<file path="config.mk">
export PLATFORM = sky130hd
export DESIGN_NAME = alu_cmd_sequencer
export DESIGN_NICKNAME = d
export VERILOG_FILES = /design/src/rtl/alu_pkg.sv /design/src/rtl/alu_cmd_fifo.sv /design/src/rtl/alu_cmd_sequencer.sv
export SDC_FILE = /design/constraint.sdc
export NUM_CORES = 1
export LEC_CHECK = 0
export ABC_AREA = 1
export CAP_MARGIN = 10
export CORE_ASPECT_RATIO = 0.5
export CORE_MARGIN = 2
export CORE_UTILIZATION = 53
export CTS_CLUSTER_DIAMETER = 150
export DETAILED_ROUTE_END_ITERATION = 7
export HOLD_SLACK_MARGIN = 0.1
export PLACE_DENSITY = 0.8
export SLEW_MARGIN = 20
export SYNTH_ARGS = -nofsm -noshare
export SYNTH_HDL_FRONTEND = slang
export SYNTH_SLANG_ARGS = --single-unit
export TNS_END_PERCENT = 10
</file>
<file path="constraint.sdc">
create_clock -name clk -period 5.2 [get_ports clk]
set_input_delay 1.04 -clock clk [delete_from_list [all_inputs] [get_ports clk]]
set_output_delay 1.04 -clock clk [all_outputs]
set_load 0.03 [all_outputs]
</file>
<file path="src/rtl/alu_pkg.sv">
// Shared ALU definitions: opcodes, error codes and the buffered command format.
package alu_pkg;

    localparam logic [3:0] OP_ADD      = 4'b0000;
    localparam logic [3:0] OP_SUB      = 4'b0001;
    localparam logic [3:0] OP_MUL      = 4'b0010;
    localparam logic [3:0] OP_DIV      = 4'b0011;
    localparam logic [3:0] OP_MOD      = 4'b0100;
    localparam logic [3:0] OP_AND      = 4'b0101;
    localparam logic [3:0] OP_OR       = 4'b0110;
    localparam logic [3:0] OP_XOR      = 4'b0111;
    localparam logic [3:0] OP_NOT      = 4'b1000;
    localparam logic [3:0] OP_SHL      = 4'b1001;
    localparam logic [3:0] OP_SHR      = 4'b1010;
    localparam logic [3:0] OP_CMP      = 4'b1011;
    localparam logic [3:0] OP_RESET    = 4'b1100;
    localparam logic [3:0] OP_PRESET   = 4'b1101;
    localparam logic [3:0] OP_FEEDBACK = 4'b1110;
    localparam logic [3:0] OP_EXP      = 4'b1111;

    localparam logic [1:0] ERR_NONE = 2'b00;
    localparam logic [1:0] ERR_DIV0 = 2'b01;
    localparam logic [1:0] ERR_OVF  = 2'b10;

    localparam int unsigned CMD_W = 68;

    typedef struct packed {
        logic [3:0]  opcode;
        logic [31:0] p;
        logic [31:0] q;
    } cmd_t;

endpackage

</file>
<file path="src/rtl/alu_cmd_fifo.sv">
// Synchronous command FIFO with occupancy, full and empty flags.
module alu_cmd_fifo
    import alu_pkg::*;
#(
    parameter int unsigned DEPTH = 4
) (
    input  logic                   clk,
    input  logic                   rst_n,
    input  logic                   push,
    input  logic                   pop,
    input  cmd_t                   wrData,
    output cmd_t                   headData,
    output logic [$clog2(DEPTH):0] level,
    output logic                   full,
    output logic                   empty
);

    localparam int unsigned PtrW = $clog2(DEPTH);

    cmd_t            mem [DEPTH];
    logic [PtrW-1:0] wrPtr;
    logic [PtrW-1:0] rdPtr;
    logic            doPush;
    logic            doPop;

    assign full     = (level == (PtrW + 1)'(DEPTH));
    assign empty    = (level == '0);
    assign doPush   = push && !full;
    assign doPop    = pop && !empty;
    assign headData = mem[rdPtr];

    // Pointers wrap naturally because DEPTH is a power of two.
    always_ff @(posedge clk) begin
        if (!rst_n) begin
            wrPtr <= '0;
            rdPtr <= '0;
            level <= '0;
        end else begin
            if (doPush) begin
                mem[wrPtr] <= wrData;
                wrPtr      <= wrPtr + 1'b1;
            end
            if (doPop) begin
                rdPtr <= rdPtr + 1'b1;
            end
            if (doPush && !doPop) begin
                level <= level + 1'b1;
            end else if (doPop && !doPush) begin
                level <= level - 1'b1;
            end
        end
    end

endmodule

</file>
<file path="src/rtl/alu_cmd_sequencer.sv">
// Buffers ALU commands, issues each for one cycle and registers the ALU response.
module alu_cmd_sequencer
    import alu_pkg::*;
#(
    parameter int unsigned DEPTH = 4,
    parameter int unsigned TAG_W = 8
) (
    input  logic                   clk,
    input  logic                   rst_n,
    input  logic                   cmd_valid,
    output logic                   cmd_ready,
    input  logic [3:0]             cmd_opcode,
    input  logic [31:0]            cmd_p,
    input  logic [31:0]            cmd_q,
    output logic [3:0]             alu_opcode,
    output logic [31:0]            alu_p,
    output logic [31:0]            alu_q,
    input  logic [31:0]            alu_result,
    input  logic [1:0]             alu_error,
    output logic                   rsp_valid,
    input  logic                   rsp_ready,
    output logic [31:0]            rsp_result,
    output logic [1:0]             rsp_error,
    output logic [TAG_W-1:0]       rsp_tag,
    output logic [$clog2(DEPTH):0] fifo_level,
    output logic [7:0]             err_count
);

    localparam logic [0:0] ST_IDLE = 1'b0;
    localparam logic [0:0] ST_EXEC = 1'b1;

    cmd_t       pushCmd;
    cmd_t       headCmd;
    logic       fifoFull;
    logic       fifoEmpty;
    logic       pushNow;
    logic       exec;
    logic [0:0] seqState;

    assign pushCmd   = '{opcode: cmd_opcode, p: cmd_p, q: cmd_q};
    assign cmd_ready = !fifoFull;
    assign pushNow   = cmd_valid && !fifoFull;
    assign exec      = !fifoEmpty && (!rsp_valid || rsp_ready) && rst_n;
    assign seqState  = exec ? ST_EXEC : ST_IDLE;

    alu_cmd_fifo #(
        .DEPTH (DEPTH)
    ) uFifo (
        .clk      (clk),
        .rst_n    (rst_n),
        .push     (pushNow),
        .pop      (exec),
        .wrData   (pushCmd),
        .headData (headCmd),
        .level    (fifo_level),
        .full     (fifoFull),
        .empty    (fifoEmpty)
    );

    // The ALU accumulator has no enable: FEEDBACK holds it, RESET clears it.
    always_comb begin
        alu_opcode = OP_FEEDBACK;
        alu_p      = '0;
        alu_q      = '0;
        if (!rst_n) begin
            alu_opcode = OP_RESET;
        end else begin
            case (seqState)
                ST_EXEC: begin
                    alu_opcode = headCmd.opcode;
                    alu_p      = headCmd.p;
                    alu_q      = headCmd.q;
                end
                default: begin
                    alu_opcode = OP_FEEDBACK;
                end
            endcase
        end
    end

    always_ff @(posedge clk) begin
        if (!rst_n) begin
            rsp_valid  <= 1'b0;
            rsp_result <= '0;
            rsp_error  <= ERR_NONE;
            rsp_tag    <= '0;
            err_count  <= '0;
        end else if (exec) begin
            // A fresh capture takes priority over retiring the old response.
            rsp_valid  <= 1'b1;
            rsp_result <= alu_result;
            rsp_error  <= alu_error;
            rsp_tag    <= rsp_tag + 1'b1;
            if (alu_error != ERR_NONE && err_count != 8'hFF) begin
                err_count <= err_count + 8'd1;
            end
        end else if (rsp_ready) begin
            rsp_valid <= 1'b0;
        end
    end

endmodule

</file>
== After elaboration in Yosys (flattened, before gate mapping) ==
Memories as Yosys holds them, arrays and structs flattened. A register that Yosys moved wholly into a read port is not among the register bits.
Cells that the tools add are included.
Storage, ports and cells
  input port bits: 106
  word-level logic and storage cells: 52
  output and inout bits: 123
  memories: 1
  memory bits (writable): 272
  register bits after elaboration: 58
Cells by class
  multiplexer cells: 16
  reductions and logical operators: 19
  add/sub/neg operators: 6
  equal/unequal tests: 2
Memory list
  uFifo.mem: words 4, bits a word 68, rd ports 1, clocked after Yosys merged registers in 1, wr ports 1, RTL line alu_cmd_fifo.sv:20  | cmd_t mem [DEPTH];
Operator list (number)
  32-bit two-way mux: 4
  8-bit by 1-bit adder with 8-bit output, second input constant: 2
  1-bit logical AND: 8
  4-bit two-way mux: 2
  8-bit != test, second input constant: 1
  1-bit two-way mux: 6
  3-bit two-way mux: 2
  2-bit nonzero test: 3
  1-bit logical NOT: 5
  2-bit by 1-bit adder with 2-bit output, second input constant: 2
  2-bit two-way mux: 2
  3-bit by 1-bit adder with 3-bit output, second input constant: 1
  3-bit equality test, second input constant: 1
  3-bit logical NOT: 1
  3-bit by 1-bit subtractor with 3-bit output, second input constant: 1
  2-bit AND reduction: 1
  1-bit logical OR: 1

== Longest topological paths before layout ==
  depth in word-level cells: 8
  depth in mapped cells: 11
  mapped depth without buffers: 11

== By module ==
Synthesis repeated with hierarchy kept, for this count alone.
Second synthesis, totals
  cell total of the unflattened synthesis: 1156
  area, all modules: 13272.7 um2
Modules (own cells, without submodules)
  alu_cmd_fifo: sequential area each 8348.0 um2, instances 1, cells an instance 727, area an instance 10551.4 um2
  alu_cmd_sequencer: sequential area each 1021.0 um2, instances 1, cells an instance 429, area an instance 2721.4 um2

== Worst setup path after synthesis ==
OpenSTA, ideal clock, no wires.
  path kind: input -> register
  start: input port rst_n
  end: memory uFifo.mem[0][0] (netlist bit) (enable)
  required time: 4.706 ns
  data arrival time: 4.239 ns
  stages on the path: 3
  setup time: 0.494 ns
  path buffers: 1
  slack: 0.466 ns
  cells stage by stage: clkbuf_1 > nand2_1 > nor2_1
Between the ends
  word-level cells in the longest chain between the ends: 2
Ends and longest elaborated chain
  start, declared: RTL line alu_cmd_sequencer.sv:9  | input logic rst_n,
  1-bit two-way mux: RTL line alu_cmd_fifo.sv:34  | if (!rst_n) begin
  1-bit two-way mux (implied by the code): RTL line alu_cmd_fifo.sv:40  | mem[wrPtr] <= wrData;
  end, declared: RTL line alu_cmd_fifo.sv:20
No other way between the ends.

== Final worst setup path ==
  start: input port rsp_ready
  end: output port alu_p[27]
Between the ends
  word-level cells in the longest chain between the ends: 6
Ends and longest elaborated chain
  start, declared: RTL line alu_cmd_sequencer.sv:21  | input logic rsp_ready,
  1-bit logical OR: RTL line alu_cmd_sequencer.sv:43  | assign exec = !fifoEmpty && (!rsp_valid || rsp_ready) && rst_n;
  1-bit logical AND (2 in series): RTL line alu_cmd_sequencer.sv:43
  1-bit two-way mux: RTL line alu_cmd_sequencer.sv:44  | assign seqState = exec ? ST_EXEC : ST_IDLE;
  32-bit two-way mux: RTL line alu_cmd_sequencer.sv:68  | case (seqState)
  32-bit two-way mux: RTL line alu_cmd_sequencer.sv:65  | if (!rst_n) begin
  end, declared: RTL line alu_cmd_sequencer.sv:16  | output logic [31:0] alu_p,
No other way between the ends.

==> summary.md <==
| Metric | Value |
|---|---|
| P per Cell Area | 477 nW/um^2 |
| Placed cells | between 1500 and 2000 |
| Initial antenna violation count | 0 |
| Detail Placement HPWL | about 17000 um |
| Clock sink total | about 330 |
| Crit. Startpoint | rsp_ready |
| RSZ-0062 raised after global routing | false |
| Nets | 1466 |
| Vias in the first global route | 8861 |
| Area Overhead vs Synth | 27.1% |
| Root buffer cell | clkbuf_16 |
| Fmax | 223 MHz |
| Crit path arrival time | 3.44 ns |
| GRT Overall Usage | between 20% and 30% |
| TritonCTS buffer count | 29 |
| Ports | 229 |
| Fillers | about 1700 |
| Startpoint Class | input port |
| Status | completed |
| Final hold vios | 0 |
| Worst skew pair latency | 0.56 ns |
| Top cells by area, synth | edfxtp_1, dfxtp_1, nor2_1 |
| 1st-iter DRT viols | 714 |
| Post-cts repair resize count | 0 |
| Hold crit path type | reg2reg |
| Die width | between 200 and 250 um |
| Hold Buf Count CTS | 0 |
| First-pass GRT wire length | 46300 um |
| Async SR Flop Fraction | 0% |
| FP Rows | 40 |
| Vias per inst | approximately 5.4 |
| Synth unique cells | 27 |
| Post-synth EDFFs | 272 |
| Worst path most repeated cell | clkdlybuf4s50_1 |
| Via count | 9129 |
| Starting Density | 54.0% |
| FF-to-FF Start | uFifo.level[0]$_SDFFE_PN0P_ |
| Synth top area share | ~63% |
| Clock skew | approximately 0.013 ns |
| Synthesized flop and latch total | 332 |
| Crit end category | primary output |
| R2r setup slk | approximately 2.6 ns |
| Sw frac | between 30% and 40% |
| TritonRoute pass-1 iters | 5 |
| FF-to-FF End | err_count[1]$_SDFFE_PN0P_ |
| Clk pwr share | 26.9% |
| Worst setup endpoint | alu_p[27] |
| Setup TNS after final layout | 0 ns |
| CP cell instances | clkdlybuf4s50_1 > inv_1 > a21oi_2 > nand2_4 > buf_4 > a21oi_1 > clkdlybuf4s50_1 |
| Worst IR Drop VDD | about 0.00026 V |
| Share of layout cells above drive strength 1 | 4.95% |
| Setup Fix Bufs, Post-CTS | 0 |
| Largest stage delay on the critical path | 0.72 ns |
| DRC viols | 0 |
| CORE AREA | 24000 um^2 |
| Post-layout util | 68.6% |
| MaxCap Viol Count | 0 |
| Post-synthesis sequential area ratio | 72.4% |
| Psw | 2.65 mW |
| Slew @ Worst Pin | 0.930 ns |
| Syn Area/Cell | 11.3 um^2 |
| WL per Instance | between 15 and 20 um |
| Final Setup Violations | 0 |
| Critical path class | in2out |
| ANT cells | 0 |
| Commonest cells post-synth | nor2_1, edfxtp_1, o21ai_0 |
| Yosys warns | 0 |
| DRT antenna net count | 0 |
| CTS tree | built |
| Clk buf depth | 3 |
| Syn nets | between 1000 and 1500 |
| Pint | 5.19 mW |
| Final min period | 4.48 ns |
| Gp weighted congestion | approximately 0.79 |
| Post-synth top area cell | edfxtp_1 |
| Final Max Tran Viols | 0 |
| Critical path depth | 7 |
| Worst Path Max Fanout | 42 |
| Leakage | between 5 and 6 nW |
| Hold depth | 2 |
| Largest net degree at the start of global routing | 82 |
| H-tree levels | 1 |
| Grt ovf | 0 |
| Fin cells | 1690 |
| Crit path max-delay family | buffers and inverters |
| Critical path buffers and inverters | 4 |
| Fin crit share | between 80% and 90% |
| Post-Syn Area | 12900 um^2 |
| Slew headroom | 38.0% |
| Worst Reg-to-Reg Cells | 9 |
| Count leader, synth | nor2_1 |
| IO buf count | 228 |
| Synth Instances | about 1100 |
| Critical path required time | 4.16 ns |
| Die area | 25800 um^2 |
| Main flop type after synthesis | edfxtp_1 |
| Drt total wl | 30000 um |
| Sequential power share | 42.5% |
| Logic pwr share | between 30 and 40% |
| Clk pin slew, worst setup/hold paths | 0.06 ns |
| Worst path slowest cell | clkdlybuf4s50_1 |
| Die span in y | 114 um |
[logic make-up after synthesis]
logic type | share of synthesized area, %
adders and majority gates | 0.832
buffers and inverters | 3.15
DFF | 72.4
AOI/OAI and AO/OA | 9.10
xor gates and xnor gates | 0.0677
and+or+nand+nor | 14.4
[how the worst min path moves through the flow]
stage	from	end	slack, ns
after global placement	uFifo.rdPtr[1]$_SDFFE_PN0P_	flop	0.44
final	rsp_result[5]$_SDFFE_PN0N_	rsp_result[5]$_SDFFE_PN0N_	0.46
after detailed placement	uFifo.rdPtr[1]$_SDFFE_PN0P_	flop	0.45
after floorplan	uFifo.rdPtr[1]$_SDFFE_PN0P_	flop	0.43
after global routing	rsp_result[24]$_SDFFE_PN0N_	rsp_result[24]$_SDFFE_PN0N_	0.49
after CTS	rsp_result[5]$_SDFFE_PN0N_	rsp_result[5]$_SDFFE_PN0N_	0.47
[metal layers]
layer,global-route usage [%],routed length [um],up-vias
met1,29.2,12400,4410
met3,4.29,1670,51
met2,41.1,15200,285
li1,-,-,4383
met4,6.75,722,0
met5,0,0,-
[sequential cells by signal, summed over array words and instances (netlist names), named ones only]
signal / count
uFifo.wrPtr: 2
err_count: 8
rsp_tag: 8
uFifo.level: 3
rsp_error: 2
rsp_valid: 1
uFifo.rdPtr: 2
uFifo.mem: 272
rsp_result: 32
[tightest hold or removal path, stage by stage, from the launching register on]
cell and delay (ns):
dfxtp_1 0.31, nand3_1 0.07, nand2_1 0.04
[metrics by stage]
step	power (mW)	setup slack [ns]	hold slack, ns	instance area, um^2
final	7.84	0.715	0.463	16400
after global routing	8.22	0.590	0.493	16400
after floorplan	4.81	0.466	0.433	12900
after detailed placement	5.79	0.731	0.455	15500
after CTS	7.90	0.711	0.466	16400
after global placement	5.72	0.836	0.436	15500
[placed cells by master (no fill, tap or decap), types with 3 or more instances in the layout]
cell | synthesis | final
clkinv_1 | 0 | 4
clkbuf_16 | 0 | 29
nand2_1 | 123 | 122
o21ai_0 | 128 | 128
o21ai_1 | 20 | 20
inv_1 | 26 | 26
nor2_1 | 304 | 300
clkdlybuf4s50_1 | 0 | 227
nor2_4 | 0 | 5
a21oi_1 | 78 | 78
bufinv_16 | 0 | 3
buf_12 | 0 | 5
nand3_1 | 45 | 45
ha_1 | 7 | 7
buf_4 | 4 | 8
dfxtp_1 | 60 | 58
clkinv_2 | 0 | 6
clkbuf_1 | 30 | 9
edfxtp_1 | 272 | 272
[layout make-up]
class	count	area [um^2]	share of cell area [%]
Sequential cell	332	9370	57.0
Multi-Input combinational cell	719	3200	19.5
Timing Repair Buffer	241	2440	14.8
Clock buffer	38	759	4.62
Tap cell	315	394	2.40
Clock inverter	16	160	0.974
Inverter	29	110	0.670
[power by group through the flow]
stage	clock (mW)	combinational, mW	sequential, mW
2_1_floorplan	0	1.24	3.57
3_3_place_gp	0	2.35	3.37
3_5_place_dp	0	2.40	3.39
4_1_cts	2.15	2.41	3.33
5_1_grt	2.27	2.59	3.36
6_report	2.11	2.40	3.33
No activity file was read; power rests on OpenSTA's default activity.
